## config.mk

```make
export PLATFORM = sky130hd
export DESIGN_NAME = instruction_fetch
export DESIGN_NICKNAME = d
export VERILOG_FILES = /design/src/rtl/instruction_fetch_pkg.sv /design/src/rtl/instruction_fetch_wait_timer.sv /design/src/rtl/instruction_fetch.sv
export SDC_FILE = /design/constraint.sdc
export NUM_CORES = 1
export LEC_CHECK = 0
export ABC_AREA = 1
export CAP_MARGIN = 0
export CELL_PAD_IN_SITES_DETAIL_PLACEMENT = 0
export CELL_PAD_IN_SITES_GLOBAL_PLACEMENT = 1
export CORE_ASPECT_RATIO = 1.1
export CORE_UTILIZATION = 30
export CTS_BUF_LIST = sky130_fd_sc_hd__clkbuf_8
export DETAILED_ROUTE_END_ITERATION = 8
export GPL_TIMING_DRIVEN = 0
export PLACE_DENSITY_LB_ADDON = 0.1
export REMOVE_ABC_BUFFERS = 1
export SETUP_SLACK_MARGIN = 0.05
export SKIP_CTS_REPAIR_TIMING = 1
export SYNTH_ARGS = -nofsm -noshare
export SYNTH_HDL_FRONTEND = slang
export SYNTH_SLANG_ARGS = --single-unit
export TNS_END_PERCENT = 30
```

## constraint.sdc

```tcl
create_clock -name clock -period 1.6 [get_ports clock]
set_input_delay 0.16 -clock clock [delete_from_list [all_inputs] [get_ports clock]]
set_output_delay 0.16 -clock clock [all_outputs]
set_load 0.05 [all_outputs]
```

## src/rtl/instruction_fetch_pkg.sv

```systemverilog
// -----------------------------------------------------------------------------
// instruction_fetch_pkg
// Shared definitions for the instruction fetch stage.
//  - Include-guarded shared header block: `define state codes S_IDLE/S_ADDR/
//    S_READ/S_HOLD (2 bits) and the default bus widths / timeout.
//  - Package: FSM state enum built from those codes, default parameter values.
// No ports (package only).
// -----------------------------------------------------------------------------
`ifndef IFETCH_DEFS_V
`define IFETCH_DEFS_V
`define S_IDLE              2'd0
`define S_ADDR              2'd1
`define S_READ              2'd2
`define S_HOLD              2'd3
`define IFETCH_DATA_WIDTH   16
`define IFETCH_ADDR_WIDTH   16
`define IFETCH_MAX_WAIT     15
`endif

package instruction_fetch_pkg;

    typedef enum logic [1:0] {
        S_IDLE = `S_IDLE,
        S_ADDR = `S_ADDR,
        S_READ = `S_READ,
        S_HOLD = `S_HOLD
    } ifetch_state_t;

    localparam int DEFAULT_DATA_WIDTH = `IFETCH_DATA_WIDTH;
    localparam int DEFAULT_ADDR_WIDTH = `IFETCH_ADDR_WIDTH;
    localparam int DEFAULT_MAX_WAIT   = `IFETCH_MAX_WAIT;

endpackage

```

## src/rtl/instruction_fetch_wait_timer.sv

```systemverilog
// -----------------------------------------------------------------------------
// ifetch_wait_timer
// Counts memory-read wait cycles and flags a bus timeout.
//  clock    in  : rising-edge clock
//  reset    in  : synchronous, active-high
//  clear    in  : zero the count (held while not waiting for a read)
//  enable   in  : one more cycle spent waiting without an acknowledge
//  expired  out : this is the MAX_WAIT-th waiting cycle (never when MAX_WAIT=0)
// -----------------------------------------------------------------------------
module ifetch_wait_timer #(
    parameter int MAX_WAIT = 15
) (
    input  logic clock,
    input  logic reset,
    input  logic clear,
    input  logic enable,
    output logic expired
);

    localparam int CW = (MAX_WAIT > 1) ? $clog2(MAX_WAIT + 1) : 1;
    localparam logic [CW-1:0] LAST = CW'((MAX_WAIT > 0) ? (MAX_WAIT - 1) : 0);
    localparam bit TIMEOUT_ON = (MAX_WAIT != 0);

    logic [CW-1:0] count_r;

    // Wait-cycle counter: holds the number of completed waiting cycles.
    always_ff @(posedge clock) begin
        if (reset) begin
            count_r <= '0;
        end else if (clear) begin
            count_r <= '0;
        end else if (enable) begin
            count_r <= count_r + CW'(1);
        end else begin
            count_r <= count_r;
        end
    end

    // The current cycle is the last one allowed: counting started at zero.
    always_comb begin
        expired = 1'b0;
        if (TIMEOUT_ON && enable && (count_r == LAST)) begin
            expired = 1'b1;
        end else begin
            expired = 1'b0;
        end
    end

endmodule

```

## src/rtl/instruction_fetch.sv

```systemverilog
// -----------------------------------------------------------------------------
// instruction_fetch
// Fetch stage behind the program counter: samples pc_in, runs a read
// handshake on the memory bus, captures the returned word into the
// instruction register and offers it to the decoder over valid/ready.
// Optional feature macro: IFETCH_PREFETCH_EN (2-entry instruction queue).
//  clock, reset       : rising-edge clock, synchronous active-high reset
//  run                : level, keep fetching while 1
//  flush              : 1-cycle pulse, PC was reloaded; drop current work
//  pc_in              : current PC value
//  pc_inc             : 1-cycle PC count enable per accepted memory word
//  mem_addr, mem_rd   : registered read address / request (held until ack)
//  mem_ack, mem_data  : read data valid / read data
//  ir_out, ir_valid   : instruction word to decoder and its valid flag
//  ir_ready           : decoder accepts ir_out when ir_valid && ir_ready
//  bus_err            : sticky read-timeout flag, cleared only by reset
// -----------------------------------------------------------------------------
module instruction_fetch
    import instruction_fetch_pkg::*;
#(
    parameter int DATA_WIDTH = DEFAULT_DATA_WIDTH,
    parameter int ADDR_WIDTH = DEFAULT_ADDR_WIDTH,
    parameter int MAX_WAIT   = DEFAULT_MAX_WAIT
) (
    input  logic                  clock,
    input  logic                  reset,
    input  logic                  run,
    input  logic                  flush,
    input  logic [ADDR_WIDTH-1:0] pc_in,
    output logic                  pc_inc,
    output logic [ADDR_WIDTH-1:0] mem_addr,
    output logic                  mem_rd,
    input  logic                  mem_ack,
    input  logic [DATA_WIDTH-1:0] mem_data,
    output logic [DATA_WIDTH-1:0] ir_out,
    output logic                  ir_valid,
    input  logic                  ir_ready,
    output logic                  bus_err
);

    ifetch_state_t         state_r;
    ifetch_state_t         next_state_s;
    logic [ADDR_WIDTH-1:0] mem_addr_r;
    logic                  mem_rd_r;
    logic                  pc_inc_r;
    logic                  bus_err_r;
    logic                  ir_valid_s;
    logic                  deq_s;
    logic                  load_s;
    logic                  hold_after_load_s;
    logic                  timer_clr_s;
    logic                  timer_en_s;
    logic                  expired_s;

    ifetch_wait_timer #(
        .MAX_WAIT (MAX_WAIT)
    ) u_wait_timer (
        .clock   (clock),
        .reset   (reset),
        .clear   (timer_clr_s),
        .enable  (timer_en_s),
        .expired (expired_s)
    );

    // A word leaves the IR whenever the decoder handshakes, in any state.
    assign deq_s = ir_valid_s && ir_ready;

    // FSM state register.
    always_ff @(posedge clock) begin
        if (reset) begin
            state_r <= S_IDLE;
        end else begin
            state_r <= next_state_s;
        end
    end

    // FSM next-state logic; flush overrides every state.
    always_comb begin
        next_state_s = state_r;
        if (flush) begin
            next_state_s = S_ADDR;
        end else begin
            case (state_r)
                S_IDLE: begin
                    if (run && !bus_err_r) next_state_s = S_ADDR;
                    else                   next_state_s = S_IDLE;
                end
                S_ADDR: begin
                    if (run) next_state_s = S_READ;
                    else     next_state_s = S_IDLE;
                end
                S_READ: begin
                    // An acknowledge on the last allowed cycle still wins.
                    if (mem_ack)        next_state_s = hold_after_load_s ? S_HOLD : S_ADDR;
                    else if (expired_s) next_state_s = S_IDLE;
                    else                next_state_s = S_READ;
                end
                S_HOLD: begin
                    if (deq_s) next_state_s = S_ADDR;
                    else       next_state_s = S_HOLD;
                end
                default: next_state_s = S_IDLE;
            endcase
        end
    end

    // FSM control strobes: IR load and wait-timer control.
    always_comb begin
        load_s      = 1'b0;
        timer_en_s  = 1'b0;
        timer_clr_s = 1'b1;
        case (state_r)
            S_READ: begin
                load_s      = mem_ack && !flush;
                timer_en_s  = !mem_ack && !flush;
                timer_clr_s = flush;
            end
            S_IDLE, S_ADDR, S_HOLD: begin
                load_s      = 1'b0;
                timer_en_s  = 1'b0;
                timer_clr_s = 1'b1;
            end
            default: begin
                load_s      = 1'b0;
                timer_en_s  = 1'b0;
                timer_clr_s = 1'b1;
            end
        endcase
    end

    // Memory address: sampled from the PC only in S_ADDR, stable during S_READ.
    always_ff @(posedge clock) begin
        if (reset) begin
            mem_addr_r <= '0;
        end else if (state_r == S_ADDR) begin
            mem_addr_r <= pc_in;
        end else begin
            mem_addr_r <= mem_addr_r;
        end
    end

    // Read request, PC increment pulse and sticky timeout flag.
    always_ff @(posedge clock) begin
        if (reset) begin
            mem_rd_r  <= 1'b0;
            pc_inc_r  <= 1'b0;
            bus_err_r <= 1'b0;
        end else begin
            mem_rd_r  <= (next_state_s == S_READ);
            pc_inc_r  <= load_s;
            bus_err_r <= bus_err_r || (expired_s && !flush);
        end
    end

`ifdef IFETCH_PREFETCH_EN
    logic [DATA_WIDTH-1:0] q0_r;
    logic [DATA_WIDTH-1:0] q1_r;
    logic [1:0]            q_count_r;

    // Stop fetching only when this load fills the second slot.
    assign hold_after_load_s = (q_count_r == 2'd2) || ((q_count_r == 2'd1) && !deq_s);
    assign ir_valid_s        = (q_count_r != 2'd0);

    // Two-entry instruction queue; q0_r is always the head.
    always_ff @(posedge clock) begin
        if (reset) begin
            q0_r      <= '0;
            q1_r      <= '0;
            q_count_r <= 2'd0;
        end else if (flush) begin
            q0_r      <= q0_r;
            q1_r      <= q1_r;
            q_count_r <= 2'd0;
        end else begin
            case ({load_s, deq_s})
                2'b10: begin
                    if (q_count_r == 2'd0) q0_r <= mem_data;
                    else                   q1_r <= mem_data;
                    q_count_r <= q_count_r + 2'd1;
                end
                2'b01: begin
                    q0_r      <= q1_r;
                    q_count_r <= q_count_r - 2'd1;
                end
                2'b11: begin
                    // Head leaves and the new word joins behind whatever is left.
                    if (q_count_r == 2'd1) begin
                        q0_r <= mem_data;
                    end else begin
                        q0_r <= q1_r;
                        q1_r <= mem_data;
                    end
                    q_count_r <= q_count_r;
                end
                default: begin
                    q0_r      <= q0_r;
                    q1_r      <= q1_r;
                    q_count_r <= q_count_r;
                end
            endcase
        end
    end

    assign ir_out = q0_r;
`else
    logic [DATA_WIDTH-1:0] ir_r;
    logic                  ir_valid_r;

    assign hold_after_load_s = 1'b1;
    assign ir_valid_s        = ir_valid_r;

    // Single instruction register and its valid flag.
    always_ff @(posedge clock) begin
        if (reset) begin
            ir_r       <= '0;
            ir_valid_r <= 1'b0;
        end else if (flush) begin
            ir_r       <= ir_r;
            ir_valid_r <= 1'b0;
        end else if (load_s) begin
            ir_r       <= mem_data;
            ir_valid_r <= 1'b1;
        end else if (deq_s) begin
            ir_r       <= ir_r;
            ir_valid_r <= 1'b0;
        end else begin
            ir_r       <= ir_r;
            ir_valid_r <= ir_valid_r;
        end
    end

    assign ir_out = ir_r;
`endif

    assign ir_valid = ir_valid_s;
    assign mem_addr = mem_addr_r;
    assign mem_rd   = mem_rd_r;
    assign pc_inc   = pc_inc_r;
    assign bus_err  = bus_err_r;

endmodule

```

==> results.ini, run 1 <==
[run_status]
status = complete, no violations

[timing]
max_freq_ghz = 0.719
min_period_ps = 1390
rsz0062_at_grt = no
fin_hold_ws_ps = 423
fin_crit_sh_pct = 86.9
tightest_slew_ps = 725
slew_headroom_pct = 51.6
slew_viol_final = 0
hold_viol_final = 0
skew_ps = 3.16
setup_viol = 0

[worst_setup_path]
max_stage_delay_ps = 500
r2r_setup_slack_ps = 210
path_cells = inv_2 -> nor2_8 -> nand2_4 -> nand2_1 -> a21oi_1
cp_data_arrival_time_ps = 1540
crit_path_max_fanout = 19
slowest_stage = dfxtp_1
path_class = register to register
crit_required_ps = 1750
crit_path_end_kind = register
crit_path_start_kind = register

[synthesis]
synth_cell_types = 23
syn_avg_cell_area_um2 = 7.90
synth_area_leaders = dfxtp_1 (51%), nor2_1 (9.6%), nand2_1 (7.3%)
synthTopCellsByCount = dfxtp_1 (42), nor2_1 (42), nand2_1 (32)
ys_ff_latch = 42
synth_edf_count = 0
yosysTopAreaCell = dfxtp_1
netlist_instances = 207
yosys_warnings = 0
synth_top_area_share_pct = 51.4
async_flop_share_pct = 0
synth_flop_cell = dfxtp_1
syn-cell-area_um2 = 1640
synth_seq_area_share_pct = 51.4

[grt]
groute.usage.overall_pct = 14.7
grt_pass1_vias = 1431
grt_max_degree = 20
grt_overflow = 0
antenna_found_initial = 0
grt_pass1_wl_um = 6530

[power]
p_per_area_nw_per_um2 = 944
p_total_uw = 2510
total_leakage_power_uw = 0.00160
ir_worst_vdd_mv = 0.509

[detailed_routing]
wl_per_cell_um = 11.4
ant_nets = 0
route.detailed.drc = 0
vias_per_cell = 4.38
drt_iter0_markers = 51
routed_wl_um = 4060
drt_first_pass_iters = 4
via_count = 1554

[clocking]
cts_tree = built
clock_latency_ps = 290
clk_path_buf_depth = 2
clk_pin_slew_worst_paths_ps = 80
clock-sinks = 42
htreeDepth = 2
cts_made_buffers = 5
root_buffer = clkbuf_8

[floorplanning]
die-area_um2 = 5750
die_width_um = 72.4
io_pins = 74
die_y_um = 79.4
start_util_pct = 31.8
floorplan.rows = 27
coreArea_um2 = 5130

[finish]
drive_above_1_share_pct = 7.42
antenna_cells = 0
final_nets = 322
area_growth_pct = 62.8
finalInstanceArea_um2 = 2660

[placement]
placed_area_um2 = 2400
port-buffer-count = 73
place_congestion = 0.699
place_hpwl_um = 2770

[flow_run]
max-cap-violations = 0

[hold_path]
hold_path.class = input port to register

-- registers in the layout (all words and copies together), names as in the netlist --
register / cells
mem_addr: 16
state_r: 2
pc_inc: 1
ir_valid: 1
bus_err: 1
mem_rd: 1
ir_out: 16
u_wait_timer.count_r: 4
-- critical path, delay by kind of cell, from the launching register on --
| kind | cells | cell delay [ps] |
|---|---|---|
| AO/OA/AOI/OAI | 1 | 60 |
| buffers and inverters | 1 | 110 |
| flip-flops | 1 | 500 |
| AND/OR/NAND/NOR | 3 | 570 |
-- final cells by class --
class | count | area, µm²
inverters | 13 | 48.8
multi-input cells | 144 | 694
repair buffers | 76 | 846
flip-flops and latches | 42 | 841
well taps | 72 | 90.1
clock buffers | 6 | 82.6
clock inverters | 2 | 60.1
fillers | 513 | 2470
-- through the flow --
stage / util, % / TNS [ps] / cells / setup slack [ps]
2_1_floorplan: - / 0 / 199 / 444
3_3_place_gp: 46.7 / -12740 / 344 / -381
3_5_place_dp: 46.7 / -11780 / 344 / -355
4_1_cts: 49.5 / -929 / 352 / -44.5
5_1_grt: 51.9 / 0 / 355 / 47.5
6_report: 51.9 / 0 / 355 / 209
-- cells by family after synthesis --
family / after synthesis / share of synthesized area [%]
compound gates: 39 / 12.2
buf+inv: 21 / 6.43
fa+ha+maj: 2 / 1.53
flops: 42 / 51.4
xor+xnor: 1 / 0.536
simple gates: 102 / 27.9
-- cell usage in the layout, fill, tap and decap left out --
master	instances
nor2_1	42
dfxtp_1	42
dlymetal6s2s_1	37
clkdlybuf4s50_1	36
nand2_1	32
nand3_1	20
a21oi_1	20
o21ai_0	17
inv_1	10
clkbuf_8	6
inv_2	3
nor2_4	3
buf_4	3
ha_1	2
bufinv_16	2
o21ai_1	1
nor2_8	1
nor3_1	1
nand2_2	1
nand2_4	1
a21oi_2	1
xor2_1	1
nor3b_1	1
-- metal layers --
metal / global-route usage [%] / wire length (µm) / part of all wire (%) / vias up
li1: - / - / - / 815
met1: 17.4 / 1780 / 44 / 696
met2: 24.7 / 2010 / 49 / 36
met3: 4.55 / 207 / 5.1 / 7
met4: 5.88 / 66 / 1.6 / 0
met5: 0 / 0 / 0 / -
-- path summary, 6_finish.rpt --
| path | from | end | depth (start not counted) |
|---|---|---|---|
| hold reg to reg | ir_out[2]$_SDFFE_PP0P_ | ir_out[2]$_SDFFE_PP0P_ | 2 |
| setup / recovery | state_r[1]$_SDFF_PP0_ | ir_out[11]$_SDFFE_PP0P_ | 5 |
| hold / removal | reset | bus_err$_SDFF_PP0_ | 2 |
| setup reg to reg | state_r[1]$_SDFF_PP0_ | ir_out[11]$_SDFFE_PP0P_ | 5 |
-- power by group --
part           leakage (µW)  internal, µW  total, µW  switching [µW]
logic               0.00118           163        386             223
registers          0.000342          1080       1100            20.1
clock network     0.0000714           665       1030             361
(Power assumes the default switching activity.)
==> inputs of run 2 (changes only) <==
- SETUP_SLACK_MARGIN: 0.05 -> 0.4
==> run 2 against run 1 <==
Net effect:
- combinational power rose by 2%
- die area did not move
- setup slack improved by 140 ps
- non-clock buffer count rose by 3
- core utilization rose by 0.73 points
- clock power barely moved
- critical path depth fell by 4
- sequential share of layout area fell by 0.16 points
- critical endpoint is now bus_err
==> results.ini, run 2 (synthesized netlist as in run 1, its figures left out) <==
[power]
p_per_area_nw_per_um2 = 933  ; -1.2%
ir_worst_vdd_mv = 0.508  ; -0.28%
total_leakage_power_uw = 0.00159  ; -0.28%

[timing]
setup_viol = 0  ; unchanged
min_period_ps = 1250  ; -145 ps
slew_viol_final = 0  ; unchanged
slew_headroom_pct = 64.7  ; +13 points
fin_hold_ws_ps = 313  ; -110 ps
hold_viol_final = 0  ; unchanged
fin_crit_sh_pct = 77.9  ; -9.1 points
finalSetupTns_ps = 0  ; unchanged
rsz0062_at_grt = yes
max_freq_ghz = 0.803  ; +12%
setup_ws_ps = 354  ; +145 ps
skew_ps = 4.82  ; +1.67 ps
tightest_slew_ps = 528  ; -196 ps

[grt]
antenna_found_initial = 0  ; unchanged
grt_overflow = 0  ; unchanged
grt_pass1_wl_um = 6530  ; unchanged
groute.usage.overall_pct = 14.7  ; unchanged
grt_pass1_vias = 1431  ; unchanged
grt_max_degree = 20  ; unchanged

[placement]
place_congestion = 0.699  ; unchanged
place_hpwl_um = 2770  ; unchanged
port-buffer-count = 73  ; unchanged
preCtsSetupSlack_ps = -355  ; unchanged

[clocking]
clock-sinks = 42  ; unchanged
htreeDepth = 2  ; unchanged
cts_made_buffers = 5  ; unchanged
clk_pin_slew_worst_paths_ps = 80  ; about the same
clock_latency_ps = 290  ; about the same
clk_path_buf_depth = 2  ; unchanged
root_buffer = clkbuf_8
cts_tree = built

[finish]
mostFrequentLayoutCells = nor2_1 (42), dfxtp_1 (40), clkdlybuf4s50_1 (36)
multi_input_comb_area_um2 = 694  ; unchanged
antenna_cells = 0  ; unchanged
fill_cells = 512  ; -0.19%
final_common_cell = nor2_1
final_nets = 325  ; +0.93%
utilization_pct = 52.6  ; +0.73 points
regArea_um2 = 848  ; +0.89%
drive_above_1_share_pct = 9.79  ; +2.4 points
area_growth_pct = 65.1

[floorplanning]
coreArea_um2 = 5130  ; unchanged
floorplan.rows = 27  ; unchanged
die_width_um = 72.4  ; unchanged
io_pins = 74  ; unchanged
die_y_um = 79.4  ; unchanged
die-area_um2 = 5750  ; unchanged
start_util_pct = 31.8  ; unchanged

[worst_setup_path]
crit_path_max_fanout = 3  ; -16
crit_path_start_kind = register
critical_path_depth = 1  ; -4
path_cells = dlymetal6s2s_1
ff2ff_path_depth = 7  ; +2
r2r_setup_slack_ps = 450  ; +240 ps
crit_family = buffers and inverters
path_class = register to primary output
reg2reg_to = mem_rd$_SDFF_PP0_
critPathBufInv = 1  ; unchanged
crit_end = bus_err
slowest_stage = dlymetal6s2s_1
crit_start = bus_err$_SDFF_PP0_
cp_data_arrival_time_ps = 1090  ; -450 ps
r2r_start = u_wait_timer.count_r[0]$_SDFFE_PP0N_
crit_required_ps = 1440  ; -310 ps
crit_path_end_kind = primary output
max_stage_delay_ps = 430  ; -70 ps

[hold_path]
hold_path.class = input port to register

[run_status]
status = complete, no violations

[detailed_routing]
route.detailed.drc = 0  ; unchanged
wl_per_cell_um = 11.4  ; -0.57%
drt_first_pass_iters = 4  ; unchanged
via_count = 1560  ; +0.39%
ant_nets = 0  ; unchanged
drt_iter0_markers = 36  ; -29%
routed_wl_um = 4080  ; +0.27%
vias_per_cell = 4.36  ; -0.46%

[flow_run]
max-cap-violations = 0  ; unchanged

[run 2: worst min path at each step]
stage                            from                      to  slack [ps]  cells after the start
2_1_floorplan                   reset  ir_out[0]$_SDFFE_PP0P_         230                      1
3_3_place_gp   ir_out[3]$_SDFFE_PP0P_  ir_out[3]$_SDFFE_PP0P_         450                      2
3_5_place_dp   ir_out[5]$_SDFFE_PP0P_  ir_out[5]$_SDFFE_PP0P_         450                      2
4_1_cts                   mem_data[3]  ir_out[3]$_SDFFE_PP0P_         420                      3
5_1_grt                         reset  ir_out[4]$_SDFFE_PP0P_         330                      2
6_report                        reset  ir_out[5]$_SDFFE_PP0P_         310                      2
[run 2: metrics by stage]
step                std cells  area [µm²]  total power (µW)
finish                    358        2700              2520
global route              358        2700              2630
CTS                       352        2540              2550
detailed placement        344        2400              1510
global placement          344        2400              1510
floorplan                 199        1580              1320
[run 2: where the power goes]
group	total (µW)	leakage, µW	internal, µW	switching [µW]
combinational	394	0.00118	169	225
sequential	1100	0.000343	1080	20.2
clock	1030	0.0000714	665	360
total	2520	0.00159	1910	605
[run 2: layout make-up]
type	instances	share of cell area [%]
clock buffer	6	3.06
tap	72	3.34
multi-input combinational	144	25.7
inverter	13	1.90
timing repair buffer	79	32.3
sequential	42	31.4
clock inverter	2	2.22
[run 2: routing by layer]
layer	wire (µm)	GRT usage (%)	up-vias
met1	1760	17.4	695
li1	-	-	822
met3	211	4.55	7
met4	66	5.88	0
met5	0	0	-
met2	2030	24.7	36
==> inputs of run 3 (changes only) <==
- clock period: 1.6 -> 1.2 ns (I/O delays scaled with it)
==> run 3 against run 2 <==
Net effect:
- via count up 2.5%
- core utilization decreased by 1.8 points
- global-route usage did not move
- count of clock-buffer cells in the layout unchanged
- cell count grew 2.0%
- clock power grew 33%
- critical path depth is 4 higher
- critical path type is now register to register
==> results.ini, run 3 (synthesized netlist as in run 1, its figures left out) <==
[hold_path]
holdCritStartpoint = reset
whs_path_depth = 2  ; unchanged
whs_endpoint = ir_out[13]$_SDFFE_PP0P_
hold_path.class = input port to register

[grt]
grt_pass1_wl_um = 6530  ; unchanged
groute.usage.overall_pct = 14.7  ; unchanged
grt_overflow = 0  ; unchanged
grt_pass1_vias = 1431  ; unchanged
grt_max_degree = 20  ; unchanged
antenna_found_initial = 0  ; unchanged

[worst_setup_path]
reg2reg_to = ir_out[4]$_SDFFE_PP0P_
ff2ff_path_depth = 5  ; -2
crit_path_max_fanout = 8  ; +5
crit_family = flip-flops
r2r_setup_slack_ps = 30  ; -420 ps
max_stage_delay_ps = 360  ; -70 ps
critPathBufInv = 2  ; +1
path_cells = buf_6 -> nor2_8 -> clkbuf_16 -> nand3_2 -> a21oi_1
critical_path_depth = 5  ; +4
crit_path_end_kind = register
crit_required_ps = 1420  ; -20 ps
path_class = register to register
cp_data_arrival_time_ps = 1390  ; +300 ps
r2r_start = state_r[0]$_SDFF_PP0_
crit_path_start_kind = register
slowest_stage = dfxtp_4

[finish]
finalInstanceArea_um2 = 2610  ; -3.5%
antenna_cells = 0  ; unchanged
drive_above_1_share_pct = 29.4  ; +20 points
mostFrequentLayoutCells = nor2_1 (42), dfxtp_1 (39), clkdlybuf4s50_1 (36), clkbuf_2 (36), nand2_1 (30)
final_common_cell = nor2_1
multi_input_comb_area_um2 = 774  ; +12%
area_growth_pct = 59.4
final_nets = 332  ; +2.2%
fill_cells = 544  ; +6.3%
regArea_um2 = 850  ; +0.15%

[power]
p_comb_share_pct = 15.5  ; about the same
ir_worst_vdd_mv = 0.643  ; +27%
p_int_uw = 2530  ; +32%
total_leakage_power_uw = 0.00109  ; -31%
pwr-share-seq_pct = 43.7  ; about the same
p_sw_uw = 825  ; +36%
swShare_pct = 24.6  ; +0.58 points
pwr-share-clk_pct = 40.8  ; about the same
p_per_area_nw_per_um2 = 1290  ; +38%

[timing]
finalSetupTns_ps = 0  ; unchanged
slew_headroom_pct = 66.8  ; +2.0 points
setup_ws_ps = 29.1  ; -325 ps
fin_crit_sh_pct = 97.6
tightest_slew_ps = 498  ; -30.3 ps
min_period_ps = 1170
slew_viol_final = 0  ; unchanged
skew_ps = 2.78  ; -2.04 ps
hold_viol_final = 0  ; unchanged
setup_viol = 0  ; unchanged
fin_hold_ws_ps = 294  ; -18.8 ps
rsz0062_at_grt = yes
max_freq_ghz = 0.854

[flow_run]
max-cap-violations = 0  ; unchanged

[placement]
port-buffer-count = 73  ; unchanged
place_hpwl_um = 2770  ; unchanged
placed_area_um2 = 2400  ; unchanged
preCtsSetupSlack_ps = -715  ; -360 ps
place_congestion = 0.699  ; unchanged

[clocking]
clock-sinks = 42  ; unchanged
clock_latency_ps = 290  ; about the same
cts_tree = built
clk_pin_slew_worst_paths_ps = 80  ; about the same
root_buffer = clkbuf_8
htreeDepth = 2  ; unchanged
clk_path_buf_depth = 2  ; unchanged
cts_made_buffers = 5  ; unchanged

[detailed_routing]
drt_first_pass_iters = 3  ; -1
drt_iter0_markers = 40  ; +11%
routed_wl_um = 4310  ; +5.7%
vias_per_cell = 4.38  ; +0.53%
route.detailed.drc = 0  ; unchanged
ant_nets = 0  ; unchanged
wl_per_cell_um = 11.8  ; +3.7%
via_count = 1599  ; +2.5%

[floorplanning]
start_util_pct = 31.8  ; unchanged
die_width_um = 72.4  ; unchanged
die-area_um2 = 5750  ; unchanged
coreArea_um2 = 5130  ; unchanged
die_y_um = 79.4  ; unchanged
floorplan.rows = 27  ; unchanged
io_pins = 74  ; unchanged

[run_status]
status = complete, no violations

-- run 3: layout make-up --
type	instances	share of cell area, %
Timing Repair Buffer	85	26.7
Multi-Input combinational cell	145	29.7
Clock buffer	6	3.17
Tap cell	72	3.46
Clock inverter	2	2.30
Inverter	13	2.06
Sequential cell	42	32.6
-- run 3: per-stage QoR --
stage / power (µW) / instances / utilization [%]
floorplan: 1760 / 199 / -
global placement: 2010 / 344 / 46.7
detailed placement: 2010 / 344 / 46.7
CTS: 3400 / 352 / 49.5
global route: 3500 / 365 / 50.8
finish: 3350 / 365 / 50.8
-- run 3: per-layer routing --
metal	vias up	share of wire, %	wire (µm)	GRT usage, %
li1	838	-	-	-
met1	721	45	1930	17.4
met2	33	49	2120	24.7
met3	7	4.6	198	4.55
met4	0	1.5	66	5.88
met5	-	0	0	0
-- run 3: how the worst max path moves through the flow --
stage,start,to
after detailed placement,mem_ack,ir_out[13]$_SDFFE_PP0P_
after CTS,bus_err$_SDFF_PP0_,bus_err
after global placement,mem_ack,ir_out[6]$_SDFFE_PP0P_
final,state_r[0]$_SDFF_PP0_,ir_out[4]$_SDFFE_PP0P_
after global routing,state_r[1]$_SDFF_PP0_,ir_out[4]$_SDFFE_PP0P_
after floorplan,state_r[0]$_SDFF_PP0_,mem_addr[0]$_SDFFE_PP0N_
-- run 3: power by group through the flow --
stage                     Combinational [µW]  Clock [µW]  Sequential [µW]
after floorplan                         97.9           0             1660
after global placement                   512           0             1500
after detailed placement                 509           0             1500
after CTS                                511        1410             1470
after global routing                     555        1470             1470
final                                    520        1370             1470
